<file path="src/rtl/vend_coin_collector.sv">
// ============================================================================
// Module   : vend_coin_collector
// Purpose  : Payment front-end for the vending machine. It accumulates coin
//            credit, presents money and the product select over a valid/ack
//            handshake on buy, and refunds credit on cancel or inactivity.
// Options  : VEND_COIN_COUNT_EN - adds the 16-bit o_total_collected counter
//            of money handed over in completed handshakes.
// Revision : 1.0 - initial release
// ============================================================================
`default_nettype none

module vend_coin_collector #(
  parameter int MAX_CREDIT     = 15,
  parameter int TIMEOUT_CYCLES = 1000
) (
  input  logic       clk,
  input  logic       reset,
  input  logic       i_coin_valid,
  input  logic [1:0] i_coin_type,
  output logic       o_coin_reject,
  input  logic [1:0] i_select_in,
  input  logic       i_buy,
  input  logic       i_cancel,
  output logic [3:0] o_money_out,
  output logic [1:0] o_ps_out,
  output logic       o_money_valid,
  input  logic       i_money_ack,
  output logic [3:0] o_refund_out,
  output logic       o_refund_valid,
  output logic [3:0] o_credit,
  output logic       o_busy
`ifdef VEND_COIN_COUNT_EN
  ,
  output logic [15:0] o_total_collected
`endif
);

  // Counter only has to reach TIMEOUT_CYCLES-1 before the refund fires.
  localparam int c_cnt_w = (TIMEOUT_CYCLES > 1) ? $clog2(TIMEOUT_CYCLES) : 1;
  localparam logic [c_cnt_w-1:0] c_cnt_last = c_cnt_w'(TIMEOUT_CYCLES - 1);
  localparam logic [c_cnt_w-1:0] c_cnt_one  = c_cnt_w'(1);
  localparam logic [4:0]         c_max      = 5'(MAX_CREDIT);

  typedef enum logic [1:0] {
    S_IDLE    = 2'd0,
    S_COLLECT = 2'd1,
    S_PRESENT = 2'd2,
    S_REFUND  = 2'd3
  } state_t;

  state_t             r_state;
  state_t             w_state_nxt;
  logic [3:0]         r_credit,       w_credit_nxt;
  logic [c_cnt_w-1:0] r_cnt,          w_cnt_nxt;
  logic [3:0]         r_money_out,    w_money_out_nxt;
  logic [1:0]         r_ps_out,       w_ps_out_nxt;
  logic               r_money_valid,  w_money_valid_nxt;
  logic [3:0]         r_refund_out,   w_refund_out_nxt;
  logic               r_refund_valid, w_refund_valid_nxt;
  logic               r_coin_reject,  w_coin_reject_nxt;
  logic               r_busy;
  logic [4:0]         w_coin_val;
  logic [4:0]         w_sum;
  logic               w_fits;
  logic               w_sel_ok;

  // Decode the coin denomination and check whether it fits in the credit.
  always_comb begin
    w_coin_val = 5'd1;
    case (i_coin_type)
      2'b00:   w_coin_val = 5'd1;
      2'b01:   w_coin_val = 5'd2;
      2'b10:   w_coin_val = 5'd5;
      default: w_coin_val = 5'd10;
    endcase
    w_sum    = {1'b0, r_credit} + w_coin_val;
    w_fits   = (w_sum <= c_max);
    w_sel_ok = (i_select_in == 2'b01) || (i_select_in == 2'b10);
  end

  // Next state and next register values; any offered coin is rejected
  // unless a branch below explicitly accepts it.
  always_comb begin
    w_state_nxt        = r_state;
    w_credit_nxt       = r_credit;
    w_cnt_nxt          = r_cnt;
    w_money_out_nxt    = r_money_out;
    w_ps_out_nxt       = r_ps_out;
    w_money_valid_nxt  = r_money_valid;
    w_refund_out_nxt   = 4'd0;
    w_refund_valid_nxt = 1'b0;
    w_coin_reject_nxt  = i_coin_valid;
    case (r_state)
      S_IDLE: begin
        w_cnt_nxt = '0;
        if (i_coin_valid && w_fits) begin
          w_credit_nxt      = w_sum[3:0];
          w_coin_reject_nxt = 1'b0;
          w_state_nxt       = S_COLLECT;
        end
      end
      S_COLLECT: begin
        if (i_cancel) begin
          w_cnt_nxt = '0;
          if (r_credit != 4'd0) begin
            w_state_nxt        = S_REFUND;
            w_refund_valid_nxt = 1'b1;
            w_refund_out_nxt   = r_credit;
          end else begin
            w_state_nxt = S_IDLE;
          end
        end else if (i_buy && w_sel_ok) begin
          w_cnt_nxt         = '0;
          w_state_nxt       = S_PRESENT;
          w_money_valid_nxt = 1'b1;
          w_money_out_nxt   = r_credit;
          w_ps_out_nxt      = i_select_in;
        end else if (i_coin_valid && w_fits) begin
          // Any accepted coin counts as activity and restarts the timeout.
          w_credit_nxt      = w_sum[3:0];
          w_coin_reject_nxt = 1'b0;
          w_cnt_nxt         = '0;
        end else if (r_cnt == c_cnt_last) begin
          w_cnt_nxt          = '0;
          w_state_nxt        = S_REFUND;
          w_refund_valid_nxt = 1'b1;
          w_refund_out_nxt   = r_credit;
        end else begin
          w_cnt_nxt = r_cnt + c_cnt_one;
        end
      end
      S_PRESENT: begin
        if (i_money_ack && r_money_valid) begin
          w_state_nxt       = S_IDLE;
          w_money_valid_nxt = 1'b0;
          w_credit_nxt      = 4'd0;
        end
      end
      default: begin
        w_state_nxt  = S_IDLE;
        w_credit_nxt = 4'd0;
      end
    endcase
  end

  // State register.
  always_ff @(posedge clk) begin
    if (reset) r_state <= S_IDLE;
    else       r_state <= w_state_nxt;
  end

  // Registered datapath and output strobes.
  always_ff @(posedge clk) begin
    if (reset) begin
      r_credit       <= 4'd0;
      r_cnt          <= '0;
      r_money_out    <= 4'd0;
      r_ps_out       <= 2'd0;
      r_money_valid  <= 1'b0;
      r_refund_out   <= 4'd0;
      r_refund_valid <= 1'b0;
      r_coin_reject  <= 1'b0;
      r_busy         <= 1'b0;
    end else begin
      r_credit       <= w_credit_nxt;
      r_cnt          <= w_cnt_nxt;
      r_money_out    <= w_money_out_nxt;
      r_ps_out       <= w_ps_out_nxt;
      r_money_valid  <= w_money_valid_nxt;
      r_refund_out   <= w_refund_out_nxt;
      r_refund_valid <= w_refund_valid_nxt;
      r_coin_reject  <= w_coin_reject_nxt;
      r_busy         <= (w_state_nxt == S_PRESENT) || (w_state_nxt == S_REFUND);
    end
  end

`ifdef VEND_COIN_COUNT_EN
  logic [15:0] r_total;

  // Running total of money handed over; wraps naturally at 16 bits.
  always_ff @(posedge clk) begin
    if (reset)
      r_total <= 16'd0;
    else if (r_state == S_PRESENT && r_money_valid && i_money_ack)
      r_total <= r_total + {12'd0, r_money_out};
  end

  assign o_total_collected = r_total;
`endif

  assign o_coin_reject  = r_coin_reject;
  assign o_money_out    = r_money_out;
  assign o_ps_out       = r_ps_out;
  assign o_money_valid  = r_money_valid;
  assign o_refund_out   = r_refund_out;
  assign o_refund_valid = r_refund_valid;
  assign o_credit       = r_credit;
  assign o_busy         = r_busy;

endmodule

`default_nettype wire

</file>
<file path="config.mk">
export PLATFORM = sky130hd
export DESIGN_NAME = vend_coin_collector
export DESIGN_NICKNAME = d
export VERILOG_FILES = /design/src/rtl/vend_coin_collector.sv
export SDC_FILE = /design/constraint.sdc
export NUM_CORES = 1
export LEC_CHECK = 0
export BUFFER_PORTS_ARGS = -buffer_cell sky130_fd_sc_hd__buf_4
export CAP_MARGIN = 30
export CORE_MARGIN = 2
export CORE_UTILIZATION = 58
export CTS_CLUSTER_SIZE = 8
export DETAILED_ROUTE_END_ITERATION = 7
export PLACE_DENSITY = 0.83
export SLEW_MARGIN = 10
export SYNTH_ARGS = -nofsm -noshare
export SYNTH_HDL_FRONTEND = slang
export SYNTH_SLANG_ARGS = --single-unit
</file>
<file path="constraint.sdc">
create_clock -name clk -period 3.68 [get_ports clk]
set_clock_uncertainty 0.2 [all_clocks]
set_input_delay 0.736 -clock clk [delete_from_list [all_inputs] [get_ports clk]]
set_output_delay 0.736 -clock clk [all_outputs]
set_load 0.05 [all_outputs]
</file>
==> Yosys cells after proc, flatten, opt, wreduce, memory -nomap -nowiden <==
Cells that the tools add are included.
{ "totals": {"mem_bits_rw": 0, "rom_bits": 0, "latch_bits": 0, "regBits": 30, "input_bits": 10, "n_memories": 0, "wordCells": 79} }
{ "op_classes": {"order_cmp": 1, "n_bitwise": 2, "add_sub_neg": 2, "n_mux": 37, "n_div": 0, "shifts": 0, "eq_ne": 13, "reduce_logical": 14, "multipliers": 0} }
{ "op_table": {"columns": ["operator", "n"], "rows": [
  ["$mux W10", 4],
  ["$mux W4", 9],
  ["$pmux W4 S3", 2],
  ["$pmux W10 S2", 1],
  ["$mux W2", 7],
  ["$mux W1", 11],
  ["$add A10 B1 Y10 const B", 1],
  ["$eq A10 B10 Y1 const B", 1],
  ["$eq A2 B2 Y1 const B", 5],
  ["$ne A2 B2 Y1 const B", 4],
  ["$eq A2 B1 Y1 const B", 3],
  ["$pmux W2 S3", 1],
  ["$reduce_and A3 Y1", 2],
  ["$add A4 B5 Y5", 1],
  ["$le A5 B4 Y1 const B", 1],
  ["$logic_not A2 Y1", 2],
  ["$pmux W1 S2", 2],
  ["$reduce_and A4 Y1", 1],
  ["$reduce_bool A2 Y1", 2],
  ["$reduce_bool A4 Y1", 1],
  ["$logic_and A1 B1 Y1", 3],
  ["$logic_or A1 B1 Y1", 2],
  ["$not A1 Y1", 2],
  ["$reduce_or A2 Y1", 1]
]} }

==> Logic depth before layout (Yosys ltp) <==
Gate-level depths: netlist of the first run.
{ "logic_depth": {"depth_word": 11, "mapped_depth": 8, "ltp_nobuf": 8} }

==> Worst setup path after synthesis of the first run <==
No wires, ideal clock.
{ "synth_path": {"path_type": "input port to flip-flop", "startpoint": "input port i_coin_type[0]", "endpoint": "register r_credit[0] (netlist: o_credit[0])", "setup_ps": 70, "t_required_ps": 3410, "path_buffers": 0, "slack_ps": 1000, "t_arrival_ps": 2410, "stages": 8, "path_cell_list": "inv_1 > ha_1 > fa_1 > a21o_1 > a21boi_4 > o211ai_4 > or3b_1 > a21oi_1"} }
{ "synth_between": {"elab_chain_cells": 9} }
{ "synth_lines": {"columns": ["element", "line", "text"], "rows": [
  ["start, declared", "19", "input logic [1:0] i_coin_type,"],
  ["$eq A2 B2 Y1, or another cell as far along", "70", "case (i_coin_type)"],
  ["$pmux W4 S3 (*)", "70", null],
  ["$add A4 B5 Y5 (*)", "76", "w_sum = {1'b0, r_credit} + w_coin_val;"],
  ["$le A5 B4 Y1", "77", "w_fits = (w_sum <= c_max);"],
  ["$logic_and A1 B1 Y1", "96, 118", null],
  ["$mux W4 (*)", "96, 118", null],
  ["$mux W4", "112", "end else if (i_buy && w_sel_ok) begin"],
  ["$mux W4", "103", "if (i_cancel) begin"],
  ["$pmux W4 S3 (*)", "93", "case (r_state)"],
  ["end signal, assigned", "165", "r_credit <= w_credit_nxt;"],
  ["end, declared", "53", "logic [3:0] r_credit, w_credit_nxt;"]
]} }
Every way passes the cells marked *; elsewhere a longest branch is shown, timed or not. The select of a mux whose other input is x is not followed.
A chain may end at the register's enable or synchronous reset.

==> Worst setup path after layout of the first run <==
Ends and elaborated chain as after synthesis.

==> reports/results.tsv, run 1 <==
metric	value	unit
EDFF count, synth	0	
PortBufs	27	
Sw Ratio	31.1	%
CP Class	in2reg	
launching point of the worst reg2reg path	o_credit[0]$_SDFFE_PP0P_	
crit path launch type	input port	
first-pass GRT wire length	4.61	mm
initial antenna violation count	0	
crit-path max FO	8	
slowest CP cell	fa_1	
Pint	0.465	mW
placed cells	214	
initial drt markers	28	
# Max-Cap Violations	0	
die area	2990	um2
gr ovfl total	0	
multiplexer share of the synthesized area	3.36	%
final hold vios	0	
Routed WL per cell	13.6	um
Die Ht	54.7	um
I/O pins	28	
Final setup viols	0	
period utilisation layout	71.6	%
clock share of power	25.5	%
commonest cells in the synthesized netlist	30 x dfxtp_1, 12 x nand2_1, 11 x o21ai_0	
postcts setup bufs	0	
core area	2450	um2
leakage	0.762	nW
clock latency on the worst-skew pair	320	ps
CTS Sinks	30	
Synth Flop Type	dfxtp_1	
Post-Synth Adder-Cell Area	5.55	%
Setup TNS	0	ps
Seq pwr share	52.4	%
fill count	200	
antenna viol nets, final	0	
Max Slew Vio Count	0	
Cell variety after synth	39	
DP HPWL	2.24	mm
RSZ-0062 raised after global routing	no	
largest net degree at the start of global routing	25	
cts bufs inserted	5	
CTS Hold Buffers Added	0	
share of post-route cells with drive strength above 1	20.4	%
Final #Nets	207	
Die X	54.7	um
GRT Util Overall	21.6	%
Yosys top cell by area	dfxtp_1	
Synth Area in Compound Gates	18.2	%
Async SR Flop Fraction	0	%
DR vias	1250	
Max Freq	380	MHz
Worst Hold Class	reg2reg	
vias in the first global route	1006	
Via density	5.66	
status	complete, no violations	
NetSw	0.210	mW
Critical Path AT	2690	ps
# DRC	0	
top-count cell post-synth	dfxtp_1	
Antenna Cells	0	
Least-Margin Pin Slew	559	ps
DRT Pass-1 Iters	5	
crit path launch	i_coin_type[0]	
Synth Area in Simple Gates	27.4	%
syn_nets	177	
critical path endpoint category	flip-flop	
synthesis-stage register bit count	30	
Max-slew headroom	62.7	%
CP Cell Sequence	buf_4 > inv_1 > ha_1 > fa_1 > a21o_1 > a21boi_4 > o211ai_4 > or3b_1 > a21oi_1	
Cell Area, Synth	1490	um2
xor-xnor portion of the synthesized cell area	3.45	%
Gate power share	22.1	%
CTS Buffer Depth	2	
largest family of logic cells by synthesized area	simple AND/OR/NAND/NOR gates	
area delta synth->final	18.2	%
post-synthesis average cell area	9.25	um2
Critical Path RT	3740	ps
post-synthesis sequential area ratio	40.3	%
Mapped Cells	161	
final std cells w/o fill	221	
Initial Utilization	60.7	%
synth warn	0	
drt total wl	3.00	mm
peak supply drop	0.318	mV
min-delay src	r_cnt[7]$_SDFFE_PP0N_	
P per Cell Area	384	nW/um2
CP max stage delay	420	ps
TritonCTS clock tree	yes	
# resized after CTS	0	
GPL Wtd Cong	0.805	
Synth area leaders	dfxtp_1 40%, ha_1 4.2%, o21ai_0 3.7%	
num rows	18	
clock root buffer	clkbuf_4	
Clock transition at path regs	90	ps
Yosys top cell area share	40.3	%
Final Critical Period	2630	ps
CTS H-tree lvls	2	
-- through the flow --
step	total power, mW	util, %	instance area [um2]	setup slack, ps	hold slack (ps)
6_report	0.675	71.7	1760	1050	292
3_3_place_gp	0.506	69.8	1710	828	273
2_1_floorplan	0.465	-	1490	1000	255
5_1_grt	0.707	71.7	1760	971	325
4_1_cts	0.680	71.7	1760	1050	296
3_5_place_dp	0.509	69.8	1710	707	284
-- sequential cells by signal (all words and copies together) (netlist names) --
signal,count
r_cnt,10
o_credit,4
o_money_out,4
o_refund_out,4
o_ps_out,2
r_state,2
o_busy,1
o_coin_reject,1
o_money_valid,1
o_refund_valid,1
-- power groups by stage --
stage | Clock (mW) | Combinational [mW] | Sequential (mW)
floorplan | 0 | 0.0779 | 0.387
global placement | 0 | 0.145 | 0.361
detailed placement | 0 | 0.148 | 0.361
CTS | 0.177 | 0.149 | 0.354
global route | 0.189 | 0.161 | 0.356
finish | 0.172 | 0.149 | 0.354
-- routing by layer --
layer / vias to the layer above / share of wire (%) / GRT usage, %
met5: - / 0 / 0
met4: 0 / 0.87 / 5.00
met3: 5 / 4.4 / 7.65
met2: 29 / 47 / 30.0
met1: 569 / 48 / 31.5
li1: 647 / - / -
-- cells in the final DEF (no fill, tap or decap), drive strengths merged, types with 4 or more instances in the layout --
cell,count
clkbuf,7
nor2b,4
nor2,10
xnor2,4
nor3b,5
ha,5
and2,6
nand3,7
a21o,7
dfxtp,30
a21oi,11
nand2,13
and3,5
buf,27
mux2i,5
o21ai,11
-- kinds of logic (layout without fill, tap and decap cells) --
logic type	after synthesis	in the layout
AOI/OAI and AO/OA	38	38
xor gates and xnor gates	5	5
adders and majority gates	6	6
buffers and inverters	7	37
DFF	30	30
muxes	5	5
and+or+nand+nor	70	70
-- area by class of cell --
type | instances | area [um2] | area share [%]
Clock buffer | 7 | 45.0 | 2.56
Timing Repair Buffer | 27 | 203 | 11.5
Tap cell | 30 | 37.5 | 2.13
Multi-Input combinational cell | 124 | 862 | 49.0
Sequential cell | 30 | 601 | 34.1
Inverter | 3 | 11.3 | 0.640
-- final timing paths --
kind                         endpoint  slack [ps]  depth (start not counted)
max          o_credit[0]$_SDFFE_PP0P_        1050                          9
min             r_cnt[7]$_SDFFE_PP0N_         290                          2
min reg2reg     r_cnt[7]$_SDFFE_PP0N_         290                          2
max reg2reg  o_credit[0]$_SDFFE_PP0P_        1250                          7
-- worst max-delay path, delay by kind of cell --
family,cells,cell delay (ps)
AND/OR/NAND/NOR,1,390
AO/OA/AOI/OAI,4,750
adder cells (fa/ha/maj),2,640
buffers and inverters,2,160
Note: power is estimated with default switching activity, not from simulation.
==> inputs of run 2 (changes only) <==
--- a/config.mk
+++ b/config.mk
@@ -8,10 +8,10 @@
 export BUFFER_PORTS_ARGS = -buffer_cell sky130_fd_sc_hd__buf_4
 export CAP_MARGIN = 30
 export CORE_MARGIN = 2
-export CORE_UTILIZATION = 58
+export CORE_UTILIZATION = 54
 export CTS_CLUSTER_SIZE = 8
 export DETAILED_ROUTE_END_ITERATION = 7
-export PLACE_DENSITY = 0.83
+export PLACE_DENSITY = 0.78
 export SLEW_MARGIN = 10
 export SYNTH_ARGS = -nofsm -noshare
 export SYNTH_HDL_FRONTEND = slang
==> constraint.sdc (replaced) <==
create_clock -name clk -period 2.7 [get_ports clk]
set_clock_uncertainty 0.2 [all_clocks]
set_input_delay 0.54 -clock clk [delete_from_list [all_inputs] [get_ports clk]]
set_output_delay 0.54 -clock clk [all_outputs]
set_load 0.05 [all_outputs]
==> reports/results.tsv, run 2 (synthesized netlist as in run 1, its figures left out) <==
metric	value	unit	change
RSZ-0062 raised after global routing	no		
Max-slew headroom	63.2	%	+0.57 points
drt total wl	3.04	mm	+1.3%
gr ovfl total	0		unchanged
crit path launch	o_credit[0]$_SDFFE_PP0P_		
max reg flops	10		unchanged
# DRC	0		unchanged
Final Critical Period	2400	ps	
core area	2690	um2	+9.4%
Tot Pwr	0.965	mW	+43%
# resized after CTS	0		unchanged
placed cells	216		+0.93%
setup ws final	298	ps	-747 ps
antenna viol nets, final	0		unchanged
Critical Path AT	2460	ps	-230 ps
Die Ht	56.5	um	+3.4%
Setup TNS	0	ps	unchanged
num rows	19		+1
Placed Area	1720	um2	+0.51%
vias in the first global route	1154		+15%
Antenna Cells	0		unchanged
CP Cell Sequence	ha_1 > fa_1 > a21o_1 > a21boi_4 > o211ai_4 > or3b_1 > a21oi_1		
Finished Cell Area	1780	um2	+1.4%
first-pass GRT wire length	5.18	mm	+12%
Least-Margin Pin Slew	551	ps	-8.53 ps
clock latency on the worst-skew pair	320	ps	about the same
Critical path buffers and inverters	0		-2
share of post-route cells with drive strength above 1	21.8	%	+1.3 points
Routed WL per cell	13.5	um	about the same
initial drt markers	20		-29%
Final setup viols	0		unchanged
leakage	0.777	nW	+1.9%
largest net degree at the start of global routing	25		unchanged
# Max-Cap Violations	0		unchanged
Via density	5.67		+0.24%
postcts setup bufs	0		unchanged
Die X	56.5	um	+3.4%
slowest CP cell	fa_1		
initial antenna violation count	0		unchanged
Final #Nets	208		+0.48%
most frequent cells in the layout	30 x dfxtp_1, 28 x buf_4, 12 x nand2_1		
commonest non-fill, non-tap cell in the layout	dfxtp_1		
Clock transition at path regs	100	ps	about the same
period utilisation layout	89.0	%	
final hold slack	218	ps	-74.4 ps
launching point of the worst reg2reg path	o_credit[0]$_SDFFE_PP0P_		
DR vias	1270		+1.6%
GPL Wtd Cong	0.822		+2.0%
DRT Pass-1 Iters	4		-1
CP max stage delay	420	ps	about the same
Initial Utilization	55.4	%	-5.2 points
clock root buffer	clkbuf_4		
crit path launch type	flip-flop		
CTS H-tree lvls	2		unchanged
Critical Path RT	2760	ps	-980 ps
final std cells w/o fill	224		+1.4%
largest delay contributor family on the critical path	compound AO/OA/AOI/OAI gates		
PortBufs	27		unchanged
status	complete, no violations		
die area	3190	um2	+6.9%
CP Class	reg2reg		
peak supply drop	0.517	mV	+63%
CTS Sinks	30		unchanged
Max Slew Vio Count	0		unchanged
P per Cell Area	541	nW/um2	+41%
area delta synth->final	19.7	%	
I/O pins	28		unchanged
crit-path max FO	8		unchanged
min-delay src	i_select_in[0]		
register with the most flip-flops	r_cnt		
CTS Hold Buffers Added	0		unchanged
CTS Buffer Depth	2		unchanged
critical path endpoint category	flip-flop		
Place WS	-20.0	ps	-727 ps
final hold vios	0		unchanged
fill count	219		+9.5%
Final Util	66.4	%	-5.3 points
Max Freq	416	MHz	
DP HPWL	2.32	mm	+3.5%
cts bufs inserted	5		unchanged
Worst Hold Class	in2reg		
TritonCTS clock tree	yes		
GRT Util Overall	20.9	%	-0.64 points
run 2: path summary, 6_finish.rpt:
path / endpoint / slack [ps] / cells after the start
setup / recovery: o_credit[1]$_SDFFE_PP0P_ / 300 / 7
hold / removal: o_ps_out[1]$_SDFFE_PP0P_ / 220 / 2
setup reg to reg: o_credit[1]$_SDFFE_PP0P_ / 300 / 7
hold reg to reg: r_cnt[7]$_SDFFE_PP0N_ / 300 / 2
run 2: per-layer routing:
layer,GRT usage [%],part of all wire [%],vias to the layer above
met4,10.2,1.7,0
met5,0,0,-
met3,4.84,3.7,5
met1,27.4,48,592
li1,-,-,650
met2,32.4,46,23
run 2: where the power goes:
group          switching, mW  leakage (nW)  internal (mW)
registers             0.0244         0.243          0.459
clock network          0.150        0.0353          0.126
logic                  0.126         0.499         0.0791
total                  0.301         0.777          0.664
run 2: final cells by class:
| cell class | instances | area [um2] | area share (%) |
|---|---|---|---|
| Clock buffer | 7 | 55.1 | 3.09 |
| Clock inverter | 1 | 5.00 | 0.281 |
| Inverter | 3 | 11.3 | 0.632 |
| Sequential cell | 30 | 601 | 33.7 |
| Multi-Input combinational cell | 124 | 862 | 48.4 |
| Tap cell | 31 | 38.8 | 2.18 |
| Timing Repair Buffer | 28 | 210 | 11.8 |
run 2: worst register-to-register path: cells and delay by family (launching register included):
kind	cells	cell delay, ps
and+or+nand+nor	1	400
adders and majority gates	2	660
AOI/OAI and AO/OA	4	700
DFF	1	380
